$ cat config.mk
export PLATFORM = sky130hd
export DESIGN_NAME = ff_fifo_ctrl
export DESIGN_NICKNAME = d
export VERILOG_FILES = /design/src/rtl/ff_fifo_ctrl.sv
export SDC_FILE = /design/constraint.sdc
export NUM_CORES = 1
export LEC_CHECK = 0
export ABC_CLOCK_PERIOD_IN_PS = 3600
export BUFFER_PORTS_ARGS = -buffer_cell sky130_fd_sc_hd__buf_2
export CAP_MARGIN = 20
export CORE_ASPECT_RATIO = 0.5
export CORE_MARGIN = 4
export CORE_UTILIZATION = 61
export DETAILED_ROUTE_END_ITERATION = 10
export HOLD_SLACK_MARGIN = 0.15
export PLACE_DENSITY = 0.9
export SETUP_SLACK_MARGIN = 0.15
export SYNTH_ARGS = -nofsm -noshare
export SYNTH_HDL_FRONTEND = slang
export SYNTH_HIERARCHICAL = 1
export SYNTH_SLANG_ARGS = --single-unit
$ cat constraint.sdc
create_clock -name clk -period 3.6 [get_ports clk]
set_input_delay 0.18 -clock clk [delete_from_list [all_inputs] [get_ports clk]]
set_output_delay 0.18 -clock clk [all_outputs]
set_load 0.03 [all_outputs]
$ cat src/rtl/ff_fifo_ctrl.sv
// Synchronous show-ahead FIFO controller around a single ff_mem instance.
// Define FF_FIFO_HWM_EN to add the registered high-water-mark output hwm.
module ff_mem #(
    parameter int DW = 8,
    parameter int AW = 4
) (
    input  logic          clk,
    input  logic          wr_en,
    input  logic [AW-1:0] wr_addr,
    input  logic [DW-1:0] wr_data,
    input  logic [AW-1:0] rd_addr,
    output logic [DW-1:0] rd_data
);
    logic [DW-1:0] mem [0:(2**AW)-1];

    always_ff @(posedge clk) begin
        if (wr_en)
            mem[wr_addr] <= wr_data;
    end

    assign rd_data = mem[rd_addr];
endmodule

module ff_fifo_ctrl #(
    parameter int DW        = 8,
    parameter int AW        = 4,
    parameter int AFULL_THR = 2**AW - 2
) (
    input  logic          clk,
    input  logic          rst_n,
    input  logic          flush,
    input  logic          s_valid,
    output logic          s_ready,
    input  logic [DW-1:0] s_data,
    output logic          m_valid,
    input  logic          m_ready,
    output logic [DW-1:0] m_data,
    output logic [AW:0]   count,
`ifdef FF_FIFO_HWM_EN
    output logic [AW:0]   hwm,
`endif
    output logic          almost_full
);
    localparam logic [AW:0] AFULL_LVL = (AW+1)'(AFULL_THR);

    logic [AW:0] wr_ptr;
    logic [AW:0] rd_ptr;
    logic [AW:0] count_next;
    logic        empty;
    logic        full;
    logic        push;
    logic        pop;
    logic        mem_wr_en;

    assign empty = (wr_ptr == rd_ptr);
    assign full  = (wr_ptr[AW-1:0] == rd_ptr[AW-1:0]) && (wr_ptr[AW] != rd_ptr[AW]);

    assign s_ready = !full;
    assign m_valid = !empty;

    assign push = s_valid && s_ready && !flush;
    assign pop  = m_valid && m_ready && !flush;

    // s_ready is already 1 while in reset, so the write must be blocked explicitly
    assign mem_wr_en = push && rst_n;

    always_comb begin
        count_next = count;
        if (flush)
            count_next = '0;
        else if (push && !pop)
            count_next = count + 1'b1;
        else if (pop && !push)
            count_next = count - 1'b1;
    end

    always_ff @(posedge clk or negedge rst_n) begin
        if (!rst_n) begin
            wr_ptr      <= '0;
            rd_ptr      <= '0;
            count       <= '0;
            almost_full <= 1'b0;
        end else begin
            count       <= count_next;
            almost_full <= (count_next >= AFULL_LVL);
            if (flush) begin
                wr_ptr <= '0;
                rd_ptr <= '0;
            end else begin
                if (push)
                    wr_ptr <= wr_ptr + 1'b1;
                if (pop)
                    rd_ptr <= rd_ptr + 1'b1;
            end
        end
    end

`ifdef FF_FIFO_HWM_EN
    always_ff @(posedge clk or negedge rst_n) begin
        if (!rst_n)
            hwm <= '0;
        else if (flush)
            hwm <= '0;
        else if (count_next > hwm)
            hwm <= count_next;
    end
`endif

    ff_mem #(
        .DW(DW),
        .AW(AW)
    ) u_mem (
        .clk     (clk),
        .wr_en   (mem_wr_en),
        .wr_addr (wr_ptr[AW-1:0]),
        .wr_data (s_data),
        .rd_addr (rd_ptr[AW-1:0]),
        .rd_data (m_data)
    );
endmodule
Word-level counts from Yosys, hierarchy flattened
Memories as Yosys holds them, arrays and structs flattened.
Cells that the tools add are included.
{ "totals": {"input_bits": 13, "output_inout_bits": 16, "regBits": 16, "latch_bits": 0, "ramBits": 128, "word_cells": 37, "romBits": 0, "memories": 1} }
{ "memory_table": {"columns": ["memory", "words", "word_bits", "read_ports", "rd_clocked_by_memory_dff", "write_ports", "line_no", "rtl"], "rows": [
  ["u_mem.mem", 16, 8, 1, 0, 1, "14", "logic [DW-1:0] mem [0:(2**AW)-1];"]
]} }
{ "classes": {"multipliers": 0, "reduce_logical": 15, "addsub": 4, "shifts": 0, "n_mux": 9, "n_eq_ne": 3, "div": 0, "order_cmp": 1, "bitwise": 0} }
{ "op_table": {"columns": ["cell", "count"], "rows": [
  ["5-bit two-way mux", 7],
  ["5-bit by 1-bit adder with 5-bit output (second input constant)", 3],
  ["1-bit logical AND", 8],
  ["5-bit equality test", 1],
  ["5-bit by 4-bit greater-or-equal comparator with 1-bit output (second input constant)", 1],
  ["1-bit zero test", 5],
  ["5-bit by 1-bit subtractor with 5-bit output (second input constant)", 1],
  ["4-bit equality test", 1],
  ["2-bit nonzero test", 2],
  ["1-bit two-way mux", 2],
  ["1-bit inequality test", 1]
]} }

Longest topological paths before layout
Gate-level depths: netlist of run 1.
{ "depth": {"depth_word": 11, "depth_mapped": 8} }

Hierarchy
Netlist of run 1, hierarchy kept.
{ "modules_own_cells": {"columns": ["module", "area_per_inst_um2", "seq_area_each_um2", "n_inst", "cells_each"], "rows": [
  ["ff_mem", 4987.3, 3843.7, 1, 221],
  ["ff_fifo_ctrl", 939.7, 400.4, 1, 95]
]} }

Least setup slack after synthesis of run 1
OpenSTA, ideal clock, no wires.
{ "synth_path": {"path_kind": "register -> register", "from": "register wr_ptr[0]", "to": "memory u_mem.mem[0][0] (enable)", "t_arrival_ps": 2444, "required_ps": 3217, "setup_time_ps": 383, "stages_incl_launch_ff": 7, "period_less_slack_ps": 2827, "path_buffers": 0, "setup_slack_ps": 773, "cell_sequence": "dfrtp_1 xor2_1 nor4_4 a21boi_2 and3b_1 or3b_2 nor3_1"} }
{ "synth_via": {"elab_chain_cells": 8} }
{ "synth_rtl": {"columns": ["item", "line_no", "rtl"], "rows": [
  ["start: declaration", "46", "logic [AW:0] wr_ptr;"],
  ["start signal: assignment", "91", "wr_ptr <= wr_ptr + 1'b1;"],
  ["4-bit equality test", "56", "assign full = (wr_ptr[AW-1:0] == rd_ptr[AW-1:0]) && (wr_ptr[AW] != rd_ptr[AW]);"],
  ["1-bit logical AND", "56", null],
  ["1-bit zero test", "58", "assign s_ready = !full;"],
  ["1-bit logical AND (2 in a row)", "61", "assign push = s_valid && s_ready && !flush;"],
  ["1-bit logical AND", "65", "assign mem_wr_en = push && rst_n;"],
  ["via mem_wr_en", "53", "logic mem_wr_en;"],
  ["1-bit two-way mux", "17", "if (wr_en)"],
  ["1-bit two-way mux (implied by the code)", "18", "mem[wr_addr] <= wr_data;"],
  ["end: declaration", "14", null]
]} }
The timed path passes the listed nets, and every way through them passes these cells.

Worst setup path after layout of run 1
{ "layout_path": {"from": "register wr_ptr[1]", "to": "memory u_mem.mem[2][4] (enable)"} }
Same word-level chain as after synthesis.

==> results.md, run 1 <==
- Leak: 2.36 nW
- Post-Syn Area: 5930 um2
- Met3 Resource Use GR: 0.0624
- DR vias: 3334
- GR Util met2: 0.385
- Status: finished, final reports clean
- Fin crit share: 0.862
- Largest area contributor in the netlist: edfxtp_1
- DRT Wirelength: 13.6 mm
- Unrepaired setup endpoints after global routing: false
- Hold depth: 1
- Yosys Warn Count: 6
- Nets: 376
- Worst Hold Path EP: u_mem/mem[14][0]
- Syn nets: 333
- Slew @ Worst Pin: 1.12 ns
- Die Span Y: 77.7 um
- TritonCTS clock tree: built
- Initial Util: 0.627
- Min-delay src: s_data[0]
- Seq/Total Area, Yosys: 0.716
- Initial DRC count: 400
- Met1 GRT Util: 0.375
- Die Area: 11500 um2
- Final Skew: 0.00900 ns
- I/O pin total: 29
- Post-route setup TNS: 0 ns
- Hold Crit Class: in2reg
- Synth Flop Type: edfxtp_1
- CTS root buf: clkbuf_16
- Setup crit start kind: register
- Number of synthesized register bits: 144
- Largest net degree at the start of global routing: 36
- DIE WIDTH: 147 um
- CP Data Required Time: 3.64 ns
- Post-layout min period: 3.10 ns
- Port buffer count: 28
- Vias/cell: 6.58
- GR Overflow Total: 0
- Fmax: 322 MHz
- P&R area growth vs syn: 14.4%
- Final hold viol count: 0
- First-pass GRT wire length: 21.1 mm
- Ranking of synthesized cells by area: edfxtp_1 65%, mux4_2 6.8%, dfrtp_1 6.8%
- Async S/R FF share, synth: 0.111
- H-tree Lvls: 4
- Share of layout cells above drive strength 1: 0.234
- Power per cell area: 619 nW/um2
- R2r endpoint: u_mem/mem[2][4]
- GRT Max-Usage Layer: met2
- Clock latency on the worst-skew pair: 0.42 ns
- Finish-stage setup viols: 0
- Gr usage total: 0.258
- CORE AREA: 9450 um2
- CTS resizes: 0
- Post-synth EDFFs: 128
- CTS Buffer Depth: 2
- R2r setup slk: 0.50 ns
- Max VDD drop: 0.000376 V
- Row count: 25
- Placer Congestion: 0.835
- WL/cell: 26.8 um
- Worst Path Max Fanout: 11
- Clock sink count: 144
- Worst hold margin: 0.173 ns
- CTS clk-pin slew, worst paths: 0.07 ns
- Worst r2r src: wr_ptr[1]
- Syn Inst Count: 316
- Vias in the first global route: 3361
- Drt first pass iters: 5
- HPWL Detailed: 7.90 mm
- Yosys cell types: 36
- R2r worst-path depth: 6
- Number of CTS-inserted buffers: 17
- CP Capture Type: register
- Antenna-violating nets left: 0
- Crit Path Category: reg2reg
- Max Slew Vio Count: 0
- Max-slew headroom: 0.252
- Arrival time at the worst endpoint: 3.14 ns
- Initial antenna violation count: 0
- DRC: 0
- Synth top area share: 0.649
- N_diodes: 0
- Mean Syn Cell Area: 18.8 um2
- Max-cap violation count: 0
-- sequential cells by signal, indices dropped and copies added (netlist names) --
signal,cells
almost_full,1
rd_ptr,5
wr_ptr,5
u_mem/mem,128
count,5
-- critical path: stages, from the launching register on --
cell	delay, ns
dfrtp_1	0.54
xor2_1	0.30
nor4_4	0.12
a21boi_2	0.34
and3b_1	0.28
or3b_2	0.51
nor2_1	0.64
-- metal layers --
layer	up-vias	routed length [um]	share of wire
li1	1356	-	-
met1	1699	5350	0.39
met2	248	6370	0.47
met5	-	0	0
met4	0	409	0.030
met3	31	1470	0.11
-- worst max-delay path by stage --
stage          startpoint              end  slack [ns]  cells after the start
2_1_floorplan   wr_ptr[0]  u_mem/mem[0][0]        0.77                      6
3_3_place_gp    wr_ptr[0]  u_mem/mem[3][4]        0.83                      6
3_5_place_dp    wr_ptr[1]  u_mem/mem[2][0]        0.56                      6
4_1_cts         wr_ptr[1]  u_mem/mem[2][4]        0.54                      6
5_1_grt         wr_ptr[1]  u_mem/mem[2][4]        0.40                      6
6_report        wr_ptr[1]  u_mem/mem[2][4]        0.50                      6
-- what timing repair did --
action / 4_1_cts / 5_1_grt
hold buffers: 3 / 0
buffers inserted: 0 / 0
endpoints found under the hold margin: 25 / 0
-- power by group --
part | total (mW) | internal [mW] | leakage, nW | switching [mW]
Clock | 1.71 | 1.01 | 0.276 | 0.694
Combinational | 0.610 | 0.249 | 0.715 | 0.361
Sequential | 1.88 | 1.85 | 1.37 | 0.0299
-- cell usage in the layout (no fill, tap or decap), types with 4 or more instances in the layout --
master,count
ha_1,4
clkbuf_16,17
buf_4,6
buf_2,28
nand3_1,4
mux2i_1,5
xnor2_1,6
clkinv_2,4
mux4_1,14
a22oi_1,16
nor3_1,4
inv_1,4
xor2_1,11
nor2_1,29
mux4_2,18
dfrtp_1,15
edfxtp_1,128
nand2_1,18
nand4_1,5
-- area by class of cell --
type / count / area [um2]
clock inverter: 15 / 141
timing repair buffer: 37 / 215
fill: 556 / 2670
inverter: 4 / 15.0
sequential: 144 / 4250
multi-input combinational: 155 / 1570
clock buffer: 17 / 425
tap: 135 / 169
-- cells by family after synthesis --
logic type      synth area share
buf+inv                   0.0196
compound gates            0.0319
fa+ha+maj                0.00844
simple gates              0.0600
xor+xnor                  0.0251
flops                      0.716
mux                        0.139
-- cells in the mapped netlist (2+ instances only) --
| library cell | number |
|---|---|
| mux4_1 | 14 |
| inv_1 | 4 |
| nor3_1 | 4 |
| ha_1 | 4 |
| a22oi_1 | 16 |
| xnor2_1 | 6 |
| nand2b_1 | 3 |
| nand3b_1 | 2 |
| nand4_1 | 5 |
| buf_6 | 3 |
| and2_1 | 2 |
| buf_4 | 2 |
| clkbuf_1 | 2 |
| edfxtp_1 | 128 |
| mux4_2 | 18 |
| dfrtp_1 | 16 |
| clkdlybuf4s25_2 | 3 |
| o32ai_1 | 2 |
| mux2i_1 | 5 |
| nand3_1 | 4 |
| nor2_1 | 29 |
| buf_2 | 3 |
| xor2_1 | 11 |
| nand2_1 | 18 |
-- through the flow --
step | utilization | cell area, um2 | instances | setup WS, ns | total power [mW]
floorplan | - | 5930 | 316 | 0.773 | 2.37
finish | 0.717 | 6780 | 507 | 0.495 | 4.19
global placement | 0.654 | 6180 | 472 | 0.834 | 2.48
CTS | 0.717 | 6780 | 507 | 0.536 | 4.21
detailed placement | 0.654 | 6180 | 472 | 0.559 | 2.51
global route | 0.717 | 6780 | 507 | 0.399 | 4.35
No activity file was read; power rests on OpenSTA's default activity.
==> inputs of run 2 (changes only) <==
--- a/config.mk
+++ b/config.mk
@@ -5,6 +5,7 @@
 export SDC_FILE = /design/constraint.sdc
 export NUM_CORES = 1
 export LEC_CHECK = 0
+export ABC_AREA = 1
 export ABC_CLOCK_PERIOD_IN_PS = 3600
 export BUFFER_PORTS_ARGS = -buffer_cell sky130_fd_sc_hd__buf_2
 export CAP_MARGIN = 20
@@ -17,5 +18,4 @@
 export SETUP_SLACK_MARGIN = 0.15
 export SYNTH_ARGS = -nofsm -noshare
 export SYNTH_HDL_FRONTEND = slang
-export SYNTH_HIERARCHICAL = 1
 export SYNTH_SLANG_ARGS = --single-unit
==> run 2 against run 1 <==
Compared with the run above: area after synthesis increased by 3.1%; power fell by 2.1%; largest cell class unchanged; clock skew increased by 0.0019 ns; first-iteration DRC count rose by 110%; sequential power hardly changed; core utilization is 0.84 points higher; largest power group unchanged; setup slack improved by 0.15 ns.
==> results.md, run 2 <==
- Status: finished, final reports clean
- Crit Path Category: reg2reg
- Clock latency on the worst-skew pair: 0.42 ns
- Initial DRC count: 834
- Count leader, synth: edfxtp_1
- Most used cell, CP: nand2_1
- Placed Cells: 656
- N_diodes: 0
- DIE WIDTH: 150 um
- Number of CTS-inserted buffers: 17
- Synth Flop Type: edfxtp_1
- Syn Inst Count: 513
- First-pass GRT wire length: 24.4 mm
- I/O pin total: 29
- GR Overflow Total: 0
- Nets: 563
- Syn nets: 533
- Port buffer count: 28
- Max-slew headroom: 0.474
- Largest net degree at the start of global routing: 67
- Initial Util: 0.637
- H-tree Lvls: 4
- Post-synth EDFFs: 128
- WL/cell: 23.0 um
- Power per cell area: 589 nW/um2
- Gr usage total: 0.285
- Antenna-violating nets left: 0
- Post-synth top cells: 128 x edfxtp_1, 84 x nor2_1, 74 x o21ai_0
- CP Capture Type: register
- Place WS: 0.874 ns
- Fmax: 339 MHz
- Post-CTS Setup Bufs: 0
- Worst path max stage delay: 0.66 ns
- Stages on worst setup path: 11
- Die Area: 11800 um2
- Post-layout min period: 2.95 ns
- Final WS setup: 0.649 ns
- Unrepaired setup endpoints after global routing: false
- DRC: 0
- Worst hold margin: 0.170 ns
- Number of synthesized register bits: 144
- Initial antenna violation count: 0
- Seq/Total Area, Yosys: 0.694
- CTS clk-pin slew, worst paths: 0.06 ns
- Slew @ Worst Pin: 0.786 ns
- Fin crit share: 0.820
- Max VDD drop: 0.000385 V
- Vias/cell: 6.46
- R2r worst-path depth: 11
- CP Data Required Time: 3.65 ns
- Yosys Warn Count: 0
- Final cell count without fillers: 691
- Ranking of synthesized cells by area: edfxtp_1 63%, dfrtp_1 6.5%, o21ai_0 6.1%
- Crit path cell chain: inv_4 -> nand2_1 -> nand2_1 -> nor2_4 -> nand3_4 -> nand2_4 -> nor2_2 -> nand2_1 -> inv_1 -> nand2_1 -> nor2_1
- Synth top area share: 0.629
- Hold Crit Class: in2reg
- HPWL Detailed: 9.54 mm
- Drt first pass iters: 6
- Post-route setup TNS: 0 ns
- Final hold viol count: 0
- CORE AREA: 9600 um2
- Max Slew Vio Count: 0
- CTS root buf: clkbuf_16
- Commonest non-fill, non-tap cell in the layout: edfxtp_1
- Hold depth: 4
- Largest area contributor in the netlist: edfxtp_1
- Row count: 25
- Worst Path Max Fanout: 16
- Mean Syn Cell Area: 11.9 um2
- Post-Syn Area: 6110 um2
- Async S/R FF share, synth: 0.111
- Placer Congestion: 0.977
- TritonCTS clock tree: built
- DRT Wirelength: 15.9 mm
- Design area: 6970 um2
- Die Span Y: 78.8 um
- DR vias: 4462
- Yosys cell types: 29
- Finish-stage setup viols: 0
- CP top delay family: simple AND/OR/NAND/NOR gates
- Arrival time at the worst endpoint: 3.00 ns
- Final Skew: 0.0109 ns
- Max-cap violation count: 0
- Vias in the first global route: 4279
- Commonest non-fill, non-tap cells in the layout: 128 x edfxtp_1, 84 x nor2_1, 74 x o21ai_0
- Clock sink count: 144
- Share of layout cells above drive strength 1: 0.160
- P&R area growth vs syn: 14.0%
- CP max-delay cell: nor2_1
- CP Buf/Inv Count: 2
- Top reg by flops: u_mem.mem
- Setup crit start kind: register
- DP Area: 6360 um2
- Leak: 2.52 nW
- Max reg flops: 128
- CTS Buffer Depth: 2
-- run 2: cell families (layout without fill, tap and decap cells) --
family | after synthesis | after routing | share of synthesized area
flip-flops | 144 | 144 | 0.694
adder cells (fa/ha/maj) | 7 | 7 | 0.0143
AND/OR/NAND/NOR | 191 | 191 | 0.144
XOR/XNOR | 3 | 3 | 0.00553
AO/OA/AOI/OAI | 117 | 117 | 0.109
buffers and inverters | 51 | 94 | 0.0332
-- run 2: where the power goes --
| group | switching [mW] | internal [mW] | leakage, nW |
|---|---|---|---|
| Clock | 0.711 | 1.03 | 0.282 |
| Sequential | 0.0277 | 1.84 | 1.37 |
| Combinational | 0.368 | 0.132 | 0.875 |
-- run 2: path summary, 6_finish.rpt --
| path | start | end | slack, ns |
|---|---|---|---|
| setup / recovery | rd_ptr[2] | u_mem.mem[0][4] | 0.65 |
| hold / removal | m_ready | rd_ptr[1] | 0.17 |
| setup reg to reg | rd_ptr[2] | u_mem.mem[0][4] | 0.65 |
| hold reg to reg | wr_ptr[4] | wr_ptr[4] | 0.59 |
| max in group asynchronous | rst_n | rd_ptr[0] | 3.04 |
| min in group asynchronous | rst_n | rd_ptr[2] | 0.24 |
-- run 2: timing repair --
action                     in CTS  in global routing
resized for setup               0                  0
hold buffers                    3                  0
hold endpoints to repair       21                  0
setup endpoints to repair       0                  0
-- run 2: per-stage QoR --
stage | util | total power, mW
after floorplan | - | 2.21
after CTS | 0.726 | 4.10
after detailed placement | 0.662 | 2.38
final | 0.726 | 4.11
after global placement | 0.662 | 2.36
after global routing | 0.726 | 4.24
-- run 2: tightest hold or removal path, delay by kind of cell --
family	cells	cell delay [ns]
buf+inv	1	0.14
compound gates	1	0.08
simple gates	2	0.15
-- run 2: metal layers --
| metal | up-vias | wire length [um] | track usage |
|---|---|---|---|
| met5 | - | 0 | 0 |
| met4 | 0 | 699 | 0.120 |
| met3 | 90 | 2060 | 0.0929 |
| met2 | 400 | 7210 | 0.451 |
| met1 | 2056 | 5910 | 0.369 |
| li1 | 1916 | - | - |
-- run 2: layout make-up --
class	instances	area [um2]
repair buffers	35	200
multi-input cells	318	1670
clock inverters	14	154
clock buffers	18	429
flip-flops and latches	144	4250
fillers	564	2630
inverters	27	106
well taps	135	169
==> inputs of run 3 (changes only) <==
==> config.mk (replaced) <==
export PLATFORM = sky130hd
export DESIGN_NAME = ff_fifo_ctrl
export DESIGN_NICKNAME = d
export VERILOG_FILES = /design/src/rtl/ff_fifo_ctrl.sv
export SDC_FILE = /design/constraint.sdc
export NUM_CORES = 1
export LEC_CHECK = 0
export ABC_AREA = 0
export ABC_CLOCK_PERIOD_IN_PS = 2700
export BUFFER_PORTS_ARGS = -buffer_cell sky130_fd_sc_hd__buf_2
export CAP_MARGIN = 20
export CORE_ASPECT_RATIO = 0.5
export CORE_MARGIN = 4
export CORE_UTILIZATION = 55
export DETAILED_ROUTE_END_ITERATION = 10
export HOLD_SLACK_MARGIN = 0.15
export PLACE_DENSITY = 0.86
export SETUP_SLACK_MARGIN = 0.15
export SYNTH_ARGS = -nofsm -noshare
export SYNTH_HDL_FRONTEND = slang
export SYNTH_SLANG_ARGS = --single-unit
==> constraint.sdc (replaced) <==
create_clock -name clk -period 2.7 [get_ports clk]
set_input_delay 0.135 -clock clk [delete_from_list [all_inputs] [get_ports clk]]
set_output_delay 0.135 -clock clk [all_outputs]
set_load 0.03 [all_outputs]
==> run 3 against run 2 <==
Compared with the run above: first-iteration DRC count shrank 40%; synthesized cell count shrank 38%; flip-flop and latch count is the same; die area grew 8.1%; clock skew is essentially flat; routed wire length shrank 2.2%; sequential share of layout area shrank 1.7 points; power grew 41%; non-clock buffer count grew 26; largest power group unchanged.
==> results.md, run 3 <==
- Post-route setup TNS: 0 ns
- WL/cell: 29.0 um
- Placer Congestion: 0.999
- Crit path cell chain: buf_16 -> mux4_2 -> mux4_2 -> buf_2
- Die Area: 12700 um2
- Stages on worst setup path: 4
- Max-cap violation count: 0
- I/O pin total: 29
- Row count: 26
- DR vias: 3595
- Fmax: 389 MHz
- Share of layout cells above drive strength 1: 0.324
- Post-synth EDFFs: 128
- Antenna-violating nets left: 0
- Tot Pwr: 5.80 mW
- HPWL Detailed: 8.31 mm
- CP top delay family: multiplexers
- Worst Path Max Fanout: 16
- Clock latency on the worst-skew pair: 0.41 ns
- Worst path max stage delay: 0.57 ns
- Final hold viol count: 0
- Gr usage total: 0.258
- Final Skew: 0.0106 ns
- Synth top area share: 0.641
- Placed Cells: 491
- Synth Flop Type: edfxtp_1
- Drt first pass iters: 6
- Nets: 402
- Combinational fraction of design power: 0.178
- DP Area: 6420 um2
- Count leader, synth: edfxtp_1
- Sw Ratio: 0.261
- Mean Syn Cell Area: 19.0 um2
- Switching pwr: 1.52 mW
- Post-Syn Area: 6000 um2
- P&R area growth vs syn: 19.5%
- CTS Buffer Depth: 2
- Die Span Y: 81.9 um
- CP Buf/Inv Count: 2
- Vias/cell: 6.72
- Hold Crit Class: in2reg
- CTS root buf: clkbuf_16
- Number of CTS-inserted buffers: 17
- Max-slew headroom: 0.549
- Leak: 2.48 nW
- Power per cell area: 809 nW/um2
- Post-synth top cells: 128 x edfxtp_1, 39 x mux4_2, 27 x nor2_1
- GR Overflow Total: 0
- Flop pwr share: 0.435
- Vias in the first global route: 3524
- Max reg flops: 128
- Max VDD drop: 0.000447 V
- Fin crit share: 0.951
- Number of synthesized register bits: 144
- Initial Util: 0.576
- Commonest non-fill, non-tap cells in the layout: 128 x edfxtp_1, 39 x mux4_2, 25 x nor2_1
- Ranking of synthesized cells by area: edfxtp_1 64%, mux4_2 15%, dfrtp_1 6.7%
- Yosys cell types: 47
- Most used cell, CP: mux4_2
- Max Slew Vio Count: 0
- Seq/Total Area, Yosys: 0.707
- Slew @ Worst Pin: 0.672 ns
- TritonCTS clock tree: built
- Internal Power: 4.29 mW
- DRT Wirelength: 15.5 mm
- Status: finished, final reports clean
- Unrepaired setup endpoints after global routing: true
- Async S/R FF share, synth: 0.111
- Initial DRC count: 498
- First-pass GRT wire length: 23.0 mm
- Syn Inst Count: 316
- Post-layout min period: 2.57 ns
- Largest area contributor in the netlist: edfxtp_1
- Port buffer count: 28
- Clock sink count: 144
- Initial antenna violation count: 0
- Commonest non-fill, non-tap cell in the layout: edfxtp_1
- CP Capture Type: primary output
- Syn nets: 336
- Crit Path Category: reg2out
- DRC: 0
- Arrival time at the worst endpoint: 2.43 ns
- N_diodes: 0
- CP max-delay cell: mux4_2
- Top reg by flops: u_mem.mem
- Finish-stage setup viols: 0
- Final cell count without fillers: 535
- CORE AREA: 10400 um2
- R2r worst-path depth: 7
- Fin util: 0.689
- Largest net degree at the start of global routing: 36
- DIE WIDTH: 156 um
- CTS clk-pin slew, worst paths: 0.06 ns
- Clock share of power: 0.388
- Setup crit start kind: register
- H-tree Lvls: 4
- Hold depth: 1
- CP Data Required Time: 2.57 ns
- Design area: 7170 um2
- Yosys Warn Count: 0
## run 3: path summary, 6_finish.rpt
check	from	to	slack, ns
max in group asynchronous	rst_n	rd_ptr[0]	2.26
hold / removal	s_data[6]	u_mem.mem[11][6]	0.16
setup reg to reg	rd_ptr[0]	almost_full	0.19
min in group asynchronous	rst_n	rd_ptr[2]	0.24
setup / recovery	rd_ptr[0]	m_data[7]	0.13
hold reg to reg	count[4]	count[4]	0.61
## run 3: area by class of cell
type	instances	area, um2
Inverter	6	22.5
Clock buffer	18	429
Clock inverter	14	123
Fill cell	600	3240
Tap cell	140	175
Timing Repair Buffer	61	495
Sequential cell	144	4250
Multi-Input combinational cell	152	1680
## run 3: timing repair
| item | in CTS | in global routing |
|---|---|---|
| endpoints found under the setup margin | 8 | 32 |
| endpoints found under the hold margin | 109 | 1 |
| resized for setup | 2 | 19 |
| setup buffers | 1 | 0 |
| hold buffers | 8 | 1 |
| cloned | 1 | 1 |
## run 3: cell families (layout without fill, tap and decap cells)
| family | Yosys count | in the layout | share of synthesized area |
|---|---|---|---|
| flip-flops | 144 | 144 | 0.707 |
| AO/OA/AOI/OAI | 19 | 19 | 0.0240 |
| XOR/XNOR | 15 | 15 | 0.0244 |
| AND/OR/NAND/NOR | 66 | 66 | 0.0549 |
| buffers and inverters | 20 | 99 | 0.0148 |
| multiplexers | 45 | 45 | 0.160 |
| adder cells (fa/ha/maj) | 7 | 7 | 0.0146 |
## run 3: metrics by stage
step	setup slack (ns)	hold slack, ns
floorplan	0.164	-0.161
finish	0.131	0.163
global placement	0.456	0.121
global route	0.0870	0.171
CTS	0.132	0.152
detailed placement	0.314	0.124
## run 3: routing by layer
metal / share of wire / routed length, um / track usage / vias up
met5: 0 / 0 / 0 / -
met4: 0.028 / 434 / 0.0821 / 0
li1: - / - / - / 1404
met3: 0.12 / 1840 / 0.0695 / 39
met2: 0.48 / 7490 / 0.415 / 304
met1: 0.37 / 5770 / 0.352 / 1848
## run 3: power groups by stage
stage	clock [mW]	combinational (mW)	sequential [mW]
6_report	2.25	1.03	2.52
5_1_grt	2.36	1.09	2.53
4_1_cts	2.24	0.964	2.52
3_5_place_dp	0	0.905	2.56
3_3_place_gp	0	0.881	2.56
2_1_floorplan	0	0.627	2.58
## run 3: worst register-to-register path, cell delays in order, from the launching register on
cell and delay, ns:
dfrtp_2 0.50, buf_4 0.20, xor2_2 0.17, or4_4 0.61, o21ai_1 0.32, nor4_1 0.13, o21a_1 0.22, o32ai_1 0.26
